==> src/rtl/uart_pkg.sv <==
// Shared UART definitions: receiver state encoding, frame width and bit-period helper.
package uart_pkg;

  typedef enum logic [2:0] {
    IDLE,
    START,
    DATA,
    STOP,
    BREAK
  } uart_state_t;

  localparam int DATA_BITS = 8;

  function automatic int clks_per_bit(input int freq, input int baud);
    return freq / baud;
  endfunction

endpackage

==> src/rtl/uart_rx_if.sv <==
// Byte delivery port of the UART receiver: one-entry valid/ready holding register plus error pulses.
interface uart_rx_if;
  import uart_pkg::*;

  logic [DATA_BITS-1:0] rx_data;
  logic                 rx_valid;
  logic                 rx_ready;
  logic                 frame_err;
  logic                 overrun;

  modport master (
    output rx_data,
    output rx_valid,
    output frame_err,
    output overrun,
    input  rx_ready
  );

  modport slave (
    input  rx_data,
    input  rx_valid,
    input  frame_err,
    input  overrun,
    output rx_ready
  );

endinterface

==> src/rtl/uart_rx_sync.sv <==
// Multi-flop synchronizer for the asynchronous serial line; flops reset to the idle-high level.
module uart_rx_sync #(
  parameter int DEPTH = 2
) (
  input  logic clk,
  input  logic rst,
  input  logic d,
  output logic q
);

  logic [DEPTH-1:0] ff;

  always_ff @(posedge clk or posedge rst) begin
    if (rst) begin
      ff <= '1;
    end else begin
      ff <= {ff[DEPTH-2:0], d};
    end
  end

  assign q = ff[DEPTH-1];

endmodule

==> src/rtl/uart_rx.sv <==
// 8N1 UART receiver, LSB first, delivering bytes through a one-entry valid/ready register.
// Optional UART_RX_MAJORITY_EN: 2-of-3 majority vote over the last three synchronized samples.
module uart_rx
  import uart_pkg::*;
#(
  parameter int FREQ = 12000000,
  parameter int BAUD = 9600
) (
  input  logic     clk,
  input  logic     rst,
  input  logic     rx,
  uart_rx_if.master bus
);

  localparam int CLKS_PER_BIT = clks_per_bit(FREQ, BAUD);
  localparam int HALF_BIT     = CLKS_PER_BIT / 2;
  localparam int CNT_W        = $clog2(CLKS_PER_BIT);

  logic                 rx_s;
  logic                 rx_prev;
  logic                 bit_val;
  uart_state_t          state;
  logic [CNT_W-1:0]     cnt;
  logic [2:0]           bit_idx;
  logic [DATA_BITS-1:0] shift;
  logic                 at_half;
  logic                 at_bit;

  uart_rx_sync #(.DEPTH(2)) u_sync (
    .clk (clk),
    .rst (rst),
    .d   (rx),
    .q   (rx_s)
  );

  always_ff @(posedge clk or posedge rst) begin
    if (rst) begin
      rx_prev <= 1'b1;
    end else begin
      rx_prev <= rx_s;
    end
  end

`ifdef UART_RX_MAJORITY_EN
  // hist[1] holds rx_s from two cycles ago, hist[0] from one cycle ago.
  logic [1:0] hist;

  always_ff @(posedge clk or posedge rst) begin
    if (rst) begin
      hist <= 2'b11;
    end else begin
      hist <= {hist[0], rx_s};
    end
  end

  assign bit_val = (hist[1] & hist[0]) | (hist[1] & rx_s) | (hist[0] & rx_s);
`else
  assign bit_val = rx_s;
`endif

  assign at_half = (cnt == CNT_W'(HALF_BIT - 1));
  assign at_bit  = (cnt == CNT_W'(CLKS_PER_BIT - 1));

  // Assembly register carries no reset: it is only read after a full frame rewrites it.
  always_ff @(posedge clk) begin
    if (state == DATA && at_bit) begin
      shift[bit_idx] <= bit_val;
    end
  end

  always_ff @(posedge clk or posedge rst) begin
    if (rst) begin
      state         <= IDLE;
      cnt           <= '0;
      bit_idx       <= '0;
      bus.rx_data   <= '0;
      bus.rx_valid  <= 1'b0;
      bus.frame_err <= 1'b0;
      bus.overrun   <= 1'b0;
    end else begin
      bus.frame_err <= 1'b0;
      bus.overrun   <= 1'b0;
      cnt           <= cnt + 1'b1;
      if (bus.rx_valid && bus.rx_ready) begin
        bus.rx_valid <= 1'b0;
      end
      case (state)
        IDLE: begin
          cnt <= '0;
          if (rx_prev && !rx_s) begin
            state <= START;
          end
        end
        START: begin
          if (at_half) begin
            cnt     <= '0;
            bit_idx <= '0;
            state   <= bit_val ? IDLE : DATA;
          end
        end
        DATA: begin
          if (at_bit) begin
            cnt     <= '0;
            bit_idx <= bit_idx + 1'b1;
            if (bit_idx == 3'(DATA_BITS - 1)) begin
              state <= STOP;
            end
          end
        end
        STOP: begin
          if (at_bit) begin
            cnt <= '0;
            if (bit_val) begin
              state <= IDLE;
              // A consumer handshake in the delivery cycle frees the slot for the new byte.
              if (!bus.rx_valid || bus.rx_ready) begin
                bus.rx_data  <= shift;
                bus.rx_valid <= 1'b1;
              end else begin
                bus.overrun <= 1'b1;
              end
            end else begin
              bus.frame_err <= 1'b1;
              state         <= BREAK;
            end
          end
        end
        BREAK: begin
          cnt <= '0;
          if (rx_s) begin
            state <= IDLE;
          end
        end
        default: begin
          cnt   <= '0;
          state <= IDLE;
        end
      endcase
    end
  end

endmodule
==> src/flat_wrapper.sv <==
// flat-port wrapper written by rule: the top's interface ports become plain ports
module uart_rx_flat import uart_pkg::*;
#(
  parameter int FREQ = 12000000,
  parameter int BAUD = 9600
)
  (clk, rst, rx, bus_rx_data, bus_rx_valid, bus_frame_err, bus_overrun, bus_rx_ready);
  uart_rx_if bus_i ();
  input  logic clk;
  input  logic rst;
  input  logic rx;
  output wire logic [$bits(bus_i.rx_data)-1:0] bus_rx_data;
  output wire logic [$bits(bus_i.rx_valid)-1:0] bus_rx_valid;
  output wire logic [$bits(bus_i.frame_err)-1:0] bus_frame_err;
  output wire logic [$bits(bus_i.overrun)-1:0] bus_overrun;
  input wire logic [$bits(bus_i.rx_ready)-1:0] bus_rx_ready;
  assign bus_rx_data = bus_i.rx_data;
  assign bus_rx_valid = bus_i.rx_valid;
  assign bus_frame_err = bus_i.frame_err;
  assign bus_overrun = bus_i.overrun;
  assign bus_i.rx_ready = bus_rx_ready;
  uart_rx #(.FREQ(FREQ), .BAUD(BAUD)) u_core (.clk(clk), .rst(rst), .rx(rx), .bus(bus_i));
endmodule
==> config.mk <==
export PLATFORM = sky130hd
export DESIGN_NAME = uart_rx_flat
export DESIGN_NICKNAME = d
export VERILOG_FILES = /design/src/rtl/uart_pkg.sv /design/src/rtl/uart_rx_if.sv /design/src/rtl/uart_rx_sync.sv /design/src/rtl/uart_rx.sv /design/src/flat_wrapper.sv
export SDC_FILE = /design/constraint.sdc
export NUM_CORES = 1
export LEC_CHECK = 0
export CAP_MARGIN = 15
export CORE_UTILIZATION = 60
export DETAILED_ROUTE_END_ITERATION = 8
export GPL_TIMING_DRIVEN = 0
export PLACE_DENSITY_LB_ADDON = 0.12
export SKIP_CTS_REPAIR_TIMING = 1
export SLEW_MARGIN = 30
export SYNTH_ARGS = -nofsm -noshare
export SYNTH_HDL_FRONTEND = slang
export SYNTH_HIERARCHICAL = 1
export SYNTH_SLANG_ARGS = --single-unit
==> constraint.sdc <==
create_clock -name clk -period 4.1 [get_ports clk]
set_input_delay 0.615 -clock clk [delete_from_list [all_inputs] [get_ports clk]]
set_output_delay 0.615 -clock clk [all_outputs]
set_load 0.02 [all_outputs]
==> impl_metrics.toml, run 1 <==
[clock_network]
clkSinkCount = 39
ctsHtreeMaxLevel = 2
clkTransAtPathRegs_ns = 0.11
cts_tree = "done"
insertion_delay_ns = 0.34
cts_max_path_buffers = 2
cts_buffers = 5
clock-root-buffer = "sky130_fd_sc_hd__clkbuf_4"

[setup_path]
critPathSlowestCell = "sky130_fd_sc_hd__nor4b_1"
timing.critical_path.cells = "inv_1, ha_1, nand4b_1, nor4b_1, nand2_1, nor3_1"
path_delay_family = "simple AND/OR/NAND/NOR gates"
worst_ep_required_time_ns = 4.14
critPathCaptureType = "flip-flop"
critical_path.startpoint_type = "flip-flop"
timing_worst_setup_path_type = "flip-flop to flip-flop"
path_max_fanout = 5
cpPeakStageDelay_ns = 0.55
critical_path_buf_inv_count = 1
crit_arrival_ns = 2.21

[yosys]
synth_cells = 148
asyncSetResetFlopFracSynth = 0.795
synthDominantAreaCellType = "sky130_fd_sc_hd__dfrtp_1"
number_of_nets_produced_by_synthesis = 157
yosys-top-cells-area = "sky130_fd_sc_hd__dfrtp_1, sky130_fd_sc_hd__edfxtp_1, sky130_fd_sc_hd__mux2_2"
synth_top_area_share = 0.405
ff_latch_count_synth = 39
synth_sequential_area_ratio = 0.589
synth_commonest_cells = "sky130_fd_sc_hd__dfrtp_1, sky130_fd_sc_hd__nor2_1, sky130_fd_sc_hd__inv_1"
synth-edff-count = 8
synthDistinctLibCells = 36
syn-mean-instance-area_um2 = 11.7
yosys_warnings = 6
synth.cell_area_um2 = 1730
yosysMostFrequentCell = "sky130_fd_sc_hd__dfrtp_1"
ys.flop_type = "sky130_fd_sc_hd__dfrtp_1"

[detailed_routing]
detail_route.wl_per_cell_um = 13.6
route.final.wire_length_um = 2730
dr_total_vias = 1108
initialDrtViolationCount = 11
drc = 0
detailedRoute.firstPassIterationCount = 4
post_drt_via_cell_ratio = 5.51
antenna_violating_nets_post_route = 0

[global_route]
number_of_antenna_violations_at_the_first_check_in_global_routing = 0
grt_start_max_net_pins = 30
grtUsageTotal = 0.214
via_count_of_the_first_global_routing_pass = 1171
wire_length_of_the_first_global_routing_pass_um = 4990
globalRouteOverflowTotal = 0

[sta]
timing.final.max_slew_violations = 0
max_slew_margin = 0.597
clock.fmax_mhz = 462
finClkSkew_ns = 0.00500
final_hold_viol_count = 0
period_minus_slack_ns = 2.16
final_period_util = 0.528
setup_violations = 0
timing.setup.tns_ns = 0
setup_ws_ns = 1.94
rsz0062_at_grt = "no"
worst_pin_slew_ns = 0.603

[die]
initial_core_util = 0.633
placementRows = 19
dieWidth_um = 55.7
ios = 15
area_of_the_die_um2 = 3100
floorplan.die.height_um = 55.7
core_region_area_um2 = 2730

[finish]
filler_cell_count = 187
syn_to_final_growth_pct = 13.2
num_antenna_cells = 0
multi_input_gate_area_um2 = 658
layout.area.seq_um2 = 1020
drive_above_1_share = 0.141
finish.net_count = 178
fin_area_um2 = 1960

[placement]
global_placer_s_final_weighted_congestion = 0.846
buffer_ports.inserted = 14
post_place_worst_slack_ns = 1.97
placed_cell_area_um2 = 1910
dp_wirelength_um = 1990

[pwr]
cellLeakagePower_uw = 0.000815
power_per_cell_area_nw_per_um2 = 433
max-vdd-ir-drop_mv = 0.342

[outcome]
run_status = "completed"

[hold_path]
worst_hold_path_type = "flip-flop to flip-flop"

[job]
cap_viol_max_count = 0
flip-flops by register name, indices dropped and copies added, names as in the netlist:
| name | cells |
|---|---|
| u_core/bit_idx | 3 |
| u_core/bus.frame_err | 1 |
| u_core/bus.overrun | 1 |
| u_core/bus.rx_data | 8 |
| u_core/bus.rx_valid | 1 |
| u_core/cnt | 11 |
| u_core/rx_prev | 1 |
| u_core/shift | 8 |
| u_core/state | 3 |
| u_core/u_sync/ff | 2 |
worst paths after layout:
kind	from	endpoint	slack (ns)	cells past startpoint
hold / removal	u_core/u_sync/ff[0]	u_core/u_sync/ff[1]	0.36	0
min in group asynchronous	rst	u_core/u_sync/ff[1]	0.63	2
setup reg to reg	u_core/cnt[1]	u_core/shift[0]	1.94	6
max in group asynchronous	rst	u_core/bus.frame_err	3.02	2
hold reg to reg	u_core/u_sync/ff[0]	u_core/u_sync/ff[1]	0.36	0
setup / recovery	u_core/cnt[1]	u_core/shift[0]	1.94	6
worst register-to-register path, stage by stage (launching register included):
cell                       delay (ns)
sky130_fd_sc_hd__dfrtp_1         0.42
sky130_fd_sc_hd__inv_1           0.09
sky130_fd_sc_hd__ha_1            0.14
sky130_fd_sc_hd__nand4b_1        0.22
sky130_fd_sc_hd__nor4b_1         0.55
sky130_fd_sc_hd__nand2_1         0.23
sky130_fd_sc_hd__nor3_1          0.21
metal layers:
metal  share of wire  up-vias  GRT usage  wire, um
li1                -      551          -         -
met1            0.43      529      0.249      1180
met2            0.50       20      0.356      1380
met3           0.041        8     0.0744       112
met4           0.023        0      0.100        63
met5               0        -          0         0
cells by family after synthesis:
family / after synthesis / synth area share
buffers and inverters: 13 / 0.0311
DFF: 39 / 0.589
and+or+nand+nor: 63 / 0.202
adders and majority gates: 5 / 0.0361
xor gates and xnor gates: 9 / 0.0455
AOI/OAI and AO/OA: 9 / 0.0325
muxes: 10 / 0.0636
final cells by class:
class / count / share of cell area
Timing Repair Buffer: 14 / 0.0715
Sequential cell: 39 / 0.520
Buffer: 2 / 0.00638
Multi-Input combinational cell: 96 / 0.336
Tap cell: 31 / 0.0198
Clock inverter: 1 / 0.00255
Inverter: 11 / 0.0211
Clock buffer: 7 / 0.0230
cell usage in the layout, fill, tap and decap left out, drive strengths merged, types with 2 or more instances in the layout:
cell type      synthesis  final
nand4                  2      2
inv                   11     11
clkbuf                 0      7
a31oi                  2      2
mux2i                  2      2
buf                    2      2
a21oi                  3      3
nor3                   8      8
mux2                   8      8
nor4b                  2      2
dfrtp                 28     28
xnor2                  8      8
nor4                   3      3
nor2                  21     21
ha                     5      5
or3                    2      2
nand3                  6      6
edfxtp                 8      8
nand2b                 2      2
clkdlybuf4s50          0     14
nand2                 10     10
dfstp                  3      3
power breakdown:
group / total, uW / internal [uW] / switching, uW / leakage (uW)
combinational: 170 / 78.1 / 91.9 / 0.000312
sequential: 495 / 440 / 55.3 / 0.000474
clock: 183 / 66.9 / 116 / 0.0000293
total: 848 / 585 / 264 / 0.000815
metrics by stage:
stage | utilization | hold slack, ns | std cells | power, uW
2_1_floorplan | - | 0.345 | 148 | 632
3_3_place_gp | 0.699 | 0.348 | 193 | 666
3_5_place_dp | 0.699 | 0.349 | 193 | 674
4_1_cts | 0.717 | 0.366 | 201 | 860
5_1_grt | 0.717 | 0.370 | 201 | 911
6_report | 0.717 | 0.363 | 201 | 848
Note: power is estimated with default switching activity, not from simulation.
==> inputs of run 2 (changes only) <==
--- a/config.mk
+++ b/config.mk
@@ -6,7 +6,7 @@
 export NUM_CORES = 1
 export LEC_CHECK = 0
 export CAP_MARGIN = 15
-export CORE_UTILIZATION = 60
+export CORE_UTILIZATION = 56
 export DETAILED_ROUTE_END_ITERATION = 8
 export GPL_TIMING_DRIVEN = 0
 export PLACE_DENSITY_LB_ADDON = 0.12
==> constraint.sdc (replaced) <==
create_clock -name clk -period 2 [get_ports clk]
set_input_delay 0.3 -clock clk [delete_from_list [all_inputs] [get_ports clk]]
set_output_delay 0.3 -clock clk [all_outputs]
set_load 0.02 [all_outputs]
==> run 2 against run 1 <==
Total power is 120% higher. The flow now finishes with violations (DRC). Register-to-register slack worse by 1.9 ns. Wire length is 13% higher. Highest routed layer unchanged.
==> impl_metrics.toml, run 2 (synthesized netlist as in run 1, its figures left out) <==
[outcome]
run_status = "finished, violations left"
failed_checks = "DRC"

[finish]
filler_cell_count = 222
mostFrequentLayoutCells = "sky130_fd_sc_hd__dfrtp_1, sky130_fd_sc_hd__nor2_1, sky130_fd_sc_hd__clkdlybuf4s50_1"
final_common_cell = "sky130_fd_sc_hd__dfrtp_1"
syn_to_final_growth_pct = 19.3
finish.net_count = 184
instances_no_fill = 207
fin_area_um2 = 2070
drive_above_1_share = 0.210
finalCoreUtilization = 0.724
regMostFlops = "u_core/cnt"
num_antenna_cells = 0
regs_by_ff_count = "u_core/cnt (11), u_core/bus.rx_data (8), u_core/shift (8)"
largest_register_ff_count = 11
multi_input_gate_area_um2 = 709
layout.area.seq_um2 = 1020

[placement]
dp_wirelength_um = 2060
post_place_worst_slack_ns = -0.117
place.detailed.instances = 193
placed_cell_area_um2 = 1910
global_placer_s_final_weighted_congestion = 0.803
buffer_ports.inserted = 14

[pwr]
cellLeakagePower_uw = 0.000861
power_per_cell_area_nw_per_um2 = 910
max-vdd-ir-drop_mv = 0.648

[job]
cap_viol_max_count = 0

[die]
dieWidth_um = 57.6
area_of_the_die_um2 = 3320
floorplan.die.height_um = 57.6
core_region_area_um2 = 2850
placementRows = 19
initial_core_util = 0.607
ios = 15

[detailed_routing]
route.final.wire_length_um = 3090
detail_route.wl_per_cell_um = 14.9
post_drt_via_cell_ratio = 5.57
initialDrtViolationCount = 33
drc = 1
dr_total_vias = 1152
antenna_violating_nets_post_route = 0
detailedRoute.firstPassIterationCount = 8

[global_route]
grt_start_max_net_pins = 30
via_count_of_the_first_global_routing_pass = 1131
grtUsageTotal = 0.202
number_of_antenna_violations_at_the_first_check_in_global_routing = 0
wire_length_of_the_first_global_routing_pass_um = 4930
globalRouteOverflowTotal = 0

[sta]
final_hold_viol_count = 0
period_minus_slack_ns = 1.98
setup_ws_ns = 0.0192
clock.fmax_mhz = 505
timing.final.max_slew_violations = 0
max_slew_margin = 0.594
finClkSkew_ns = 0.00902
worst_pin_slew_ns = 0.608
setup_violations = 0
rsz0062_at_grt = "yes"
final_period_util = 0.990
timing.setup.tns_ns = 0

[clock_network]
ctsHtreeMaxLevel = 2
clkTransAtPathRegs_ns = 0.12
cts_tree = "done"
cts_max_path_buffers = 2
insertion_delay_ns = 0.35
cts_buffers = 5
clock-root-buffer = "sky130_fd_sc_hd__clkbuf_4"
clkSinkCount = 39

[setup_path]
path_max_fanout = 8
timing_worst_setup_path_type = "flip-flop to flip-flop"
crit_arrival_ns = 2.23
worst_ep_required_time_ns = 2.24
critPathCaptureType = "flip-flop"
critical_path.startpoint_type = "flip-flop"

[hold_path]
worst_hold_path_type = "primary input to asynchronous set/reset pin"
## run 2: layout make-up
type                    instances  area share
multi-input cells              96       0.343
clock buffers                   6      0.0200
repair buffers                 20      0.0915
inverters                      11      0.0200
plain buffers                   2     0.00606
well taps                      31      0.0188
flip-flops and latches         39       0.494
clock inverters                 2     0.00606
## run 2: critical path: stages, from the launching register on
cell,delay [ns]
sky130_fd_sc_hd__dfrtp_1,0.41
sky130_fd_sc_hd__inv_2,0.08
sky130_fd_sc_hd__ha_4,0.12
sky130_fd_sc_hd__nand4b_1,0.11
sky130_fd_sc_hd__buf_6,0.15
sky130_fd_sc_hd__nor4_4,0.40
sky130_fd_sc_hd__nand4_4,0.24
sky130_fd_sc_hd__mux2_4,0.35
## run 2: through the flow
stage          hold slack, ns  total power [uW]
3_5_place_dp            0.351              1390
6_report                0.303              1880
3_3_place_gp            0.349              1360
4_1_cts                 0.296              1780
2_1_floorplan           0.212              1300
5_1_grt                 0.313              1990
## run 2: power by group
group | internal (uW) | leakage [uW] | switching, uW
Clock | 136 | 0.0000282 | 258
Sequential | 904 | 0.000473 | 106
Combinational | 234 | 0.000359 | 243
Total | 1270 | 0.000861 | 606
## run 2: path summary, 6_finish.rpt
check | from | endpoint | slack, ns | cells after the start
max reg2reg | u_core/cnt[1] | u_core/bus.rx_data[7] | 0.02 | 7
max in group asynchronous | rst | u_core/cnt[2] | 1.22 | 2
min in group clk | rx | u_core/u_sync/ff[0] | 0.34 | 1
min reg2reg | u_core/u_sync/ff[0] | u_core/u_sync/ff[1] | 0.37 | 0
min | rst | u_core/u_sync/ff[1] | 0.30 | 2
max | u_core/cnt[1] | u_core/bus.rx_data[7] | 0.02 | 7
## run 2: metal layers
| layer | vias up | share of wire | track usage |
|---|---|---|---|
| met2 | 20 | 0.55 | 0.359 |
| met1 | 563 | 0.40 | 0.219 |
| met3 | 7 | 0.038 | 0.0670 |
| li1 | 562 | - | - |
| met5 | - | 0 | 0 |
| met4 | 0 | 0.018 | 0.0871 |
==> inputs of run 3 (changes only) <==
==> constraint.sdc (replaced) <==
create_clock -name clk -period 2.1 [get_ports clk]
set_input_delay 0.315 -clock clk [delete_from_list [all_inputs] [get_ports clk]]
set_output_delay 0.315 -clock clk [all_outputs]
set_load 0.02 [all_outputs]
==> run 3 against run 2 <==
The run still ends with DRC left. Global-route usage unchanged. Clock power down 5.1%. Design area down 4.3%. Non-clock buffer count down 6. Cell count down 2.9%. Wire length down 6.4%. Sequential power down 4%. Sequential cell count unchanged. First-iteration DRC count up 21%. Critical path type unchanged.
==> impl_metrics.toml, run 3 (synthesized netlist as in run 1, its figures left out) <==
[sta]
period_minus_slack_ns = 2.04
hold-worst-slack_ns = 0.321
final_period_util = 0.972
finClkSkew_ns = 0.00824
rsz0062_at_grt = "yes"
timing.final.max_slew_violations = 0
max_slew_margin = 0.598
final_hold_viol_count = 0
setup_violations = 0
clock.fmax_mhz = 490
worst_pin_slew_ns = 0.602

[detailed_routing]
dr_total_vias = 1138
drc = 1
antenna_violating_nets_post_route = 0
post_drt_via_cell_ratio = 5.66
detail_route.wl_per_cell_um = 14.4
detailedRoute.firstPassIterationCount = 8
route.final.wire_length_um = 2890
initialDrtViolationCount = 40

[clock_network]
ctsHtreeMaxLevel = 2
clkSinkCount = 39
cts_buffers = 5
cts_max_path_buffers = 2
cts_tree = "done"
clock-root-buffer = "sky130_fd_sc_hd__clkbuf_4"
insertion_delay_ns = 0.35
clkTransAtPathRegs_ns = 0.12

[pwr]
internal-power_uw = 1140
max-vdd-ir-drop_mv = 0.577
power_per_cell_area_nw_per_um2 = 851
fraction_of_power_spent_switching_nets = 0.320
sequentialPowerShare = 0.576
power.net_switching_uw = 538
p_comb_frac = 0.202
cellLeakagePower_uw = 0.000815
clock_power_share = 0.222

[outcome]
failed_checks = "DRC"
run_status = "finished, violations left"

[setup_path]
critPathSlowestCell = "sky130_fd_sc_hd__or3_1"
timing_worst_setup_path_type = "flip-flop to flip-flop"
critical_path.startpoint_type = "flip-flop"
crit_arrival_ns = 2.29
path_delay_family = "simple AND/OR/NAND/NOR gates"
worst_ep_required_time_ns = 2.35
critical_path_buf_inv_count = 2
timing.critical_path.cells = "inv_1, ha_1, nand4b_1, or3_1, a31oi_2, buf_4, nor2_1"
cpPeakStageDelay_ns = 0.47
critPathCaptureType = "flip-flop"
path_max_fanout = 10

[die]
initial_core_util = 0.607
dieWidth_um = 57.6
ios = 15
placementRows = 19
floorplan.die.height_um = 57.6
core_region_area_um2 = 2850
area_of_the_die_um2 = 3320

[placement]
buffer_ports.inserted = 14
global_placer_s_final_weighted_congestion = 0.803
dp_wirelength_um = 2060

[global_route]
wire_length_of_the_first_global_routing_pass_um = 4930
via_count_of_the_first_global_routing_pass = 1131
globalRouteOverflowTotal = 0
grtUsageTotal = 0.202
grt_start_max_net_pins = 30
number_of_antenna_violations_at_the_first_check_in_global_routing = 0

[hold_path]
worst_hold_path_type = "primary input to asynchronous set/reset pin"

[finish]
filler_cell_count = 237
regs_by_ff_count = "u_core/cnt (11), u_core/bus.rx_data (8), u_core/shift (8)"
syn_to_final_growth_pct = 14.2
num_antenna_cells = 0
finalCoreUtilization = 0.693
mostFrequentLayoutCells = "sky130_fd_sc_hd__dfrtp_1, sky130_fd_sc_hd__nor2_1, sky130_fd_sc_hd__clkdlybuf4s50_1"
largest_register_ff_count = 11
regMostFlops = "u_core/cnt"
drive_above_1_share = 0.159
finish.net_count = 178
layout.area.seq_um2 = 1020
multi_input_gate_area_um2 = 671
final_common_cell = "sky130_fd_sc_hd__dfrtp_1"

[job]
cap_viol_max_count = 0
==> run 3: worst paths after layout <==
check	start	end	slack, ns	depth (start not counted)
min in group clk	rx	u_core/u_sync/ff[0]	0.36	1
min	rst	u_core/u_sync/ff[1]	0.32	2
min reg2reg	u_core/u_sync/ff[0]	u_core/u_sync/ff[1]	0.37	0
max	u_core/cnt[1]	u_core/cnt[3]	0.06	7
max reg2reg	u_core/cnt[1]	u_core/cnt[3]	0.06	7
max in group asynchronous	rst	u_core/bus.overrun	1.33	2
==> run 3: power groups by stage <==
stage	Clock [uW]	Combinational [uW]	Sequential, uW
floorplan	0	279	954
global placement	0	323	977
detailed placement	0	338	982
CTS	390	342	967
global route	418	390	982
finish	374	339	969
==> run 3: layout make-up <==
cell class	count	area share
flip-flops and latches	39	0.516
multi-input cells	96	0.339
repair buffers	14	0.0709
clock buffers	6	0.0209
inverters	11	0.0209
well taps	31	0.0196
clock inverters	2	0.00633
plain buffers	2	0.00633
==> run 3: per-layer routing <==
metal / wire length [um] / share of wire / vias up / track usage
met5: 0 / 0 / - / 0
met4: 56 / 0.019 / 0 / 0.0871
met3: 119 / 0.041 / 7 / 0.0670
met2: 1550 / 0.54 / 26 / 0.359
met1: 1160 / 0.40 / 552 / 0.219
li1: - / - / 553 / -
==> run 3: through the flow <==
stage | area, um^2 | setup TNS [ns] | instances | worst slack (ns) | total power (uW)
after global placement | 1910 | -0.0146 | 193 | -0.0146 | 1300
after detailed placement | 1910 | -0.0172 | 193 | -0.0172 | 1320
after floorplan | 1730 | 0 | 148 | 0.215 | 1230
after CTS | 1960 | -0.0276 | 201 | -0.0276 | 1700
after global routing | 1980 | -0.292 | 201 | -0.0418 | 1790
final | 1980 | 0 | 201 | 0.0598 | 1680
==> run 3: worst reg2reg max path, stage by stage, from the launching register on <==
cell and delay [ns]:
sky130_fd_sc_hd__dfrtp_1 0.43, sky130_fd_sc_hd__inv_1 0.09, sky130_fd_sc_hd__ha_1 0.14, sky130_fd_sc_hd__nand4b_1 0.24, sky130_fd_sc_hd__or3_1 0.47, sky130_fd_sc_hd__a31oi_2 0.28, sky130_fd_sc_hd__buf_4 0.22, sky130_fd_sc_hd__nor2_1 0.06
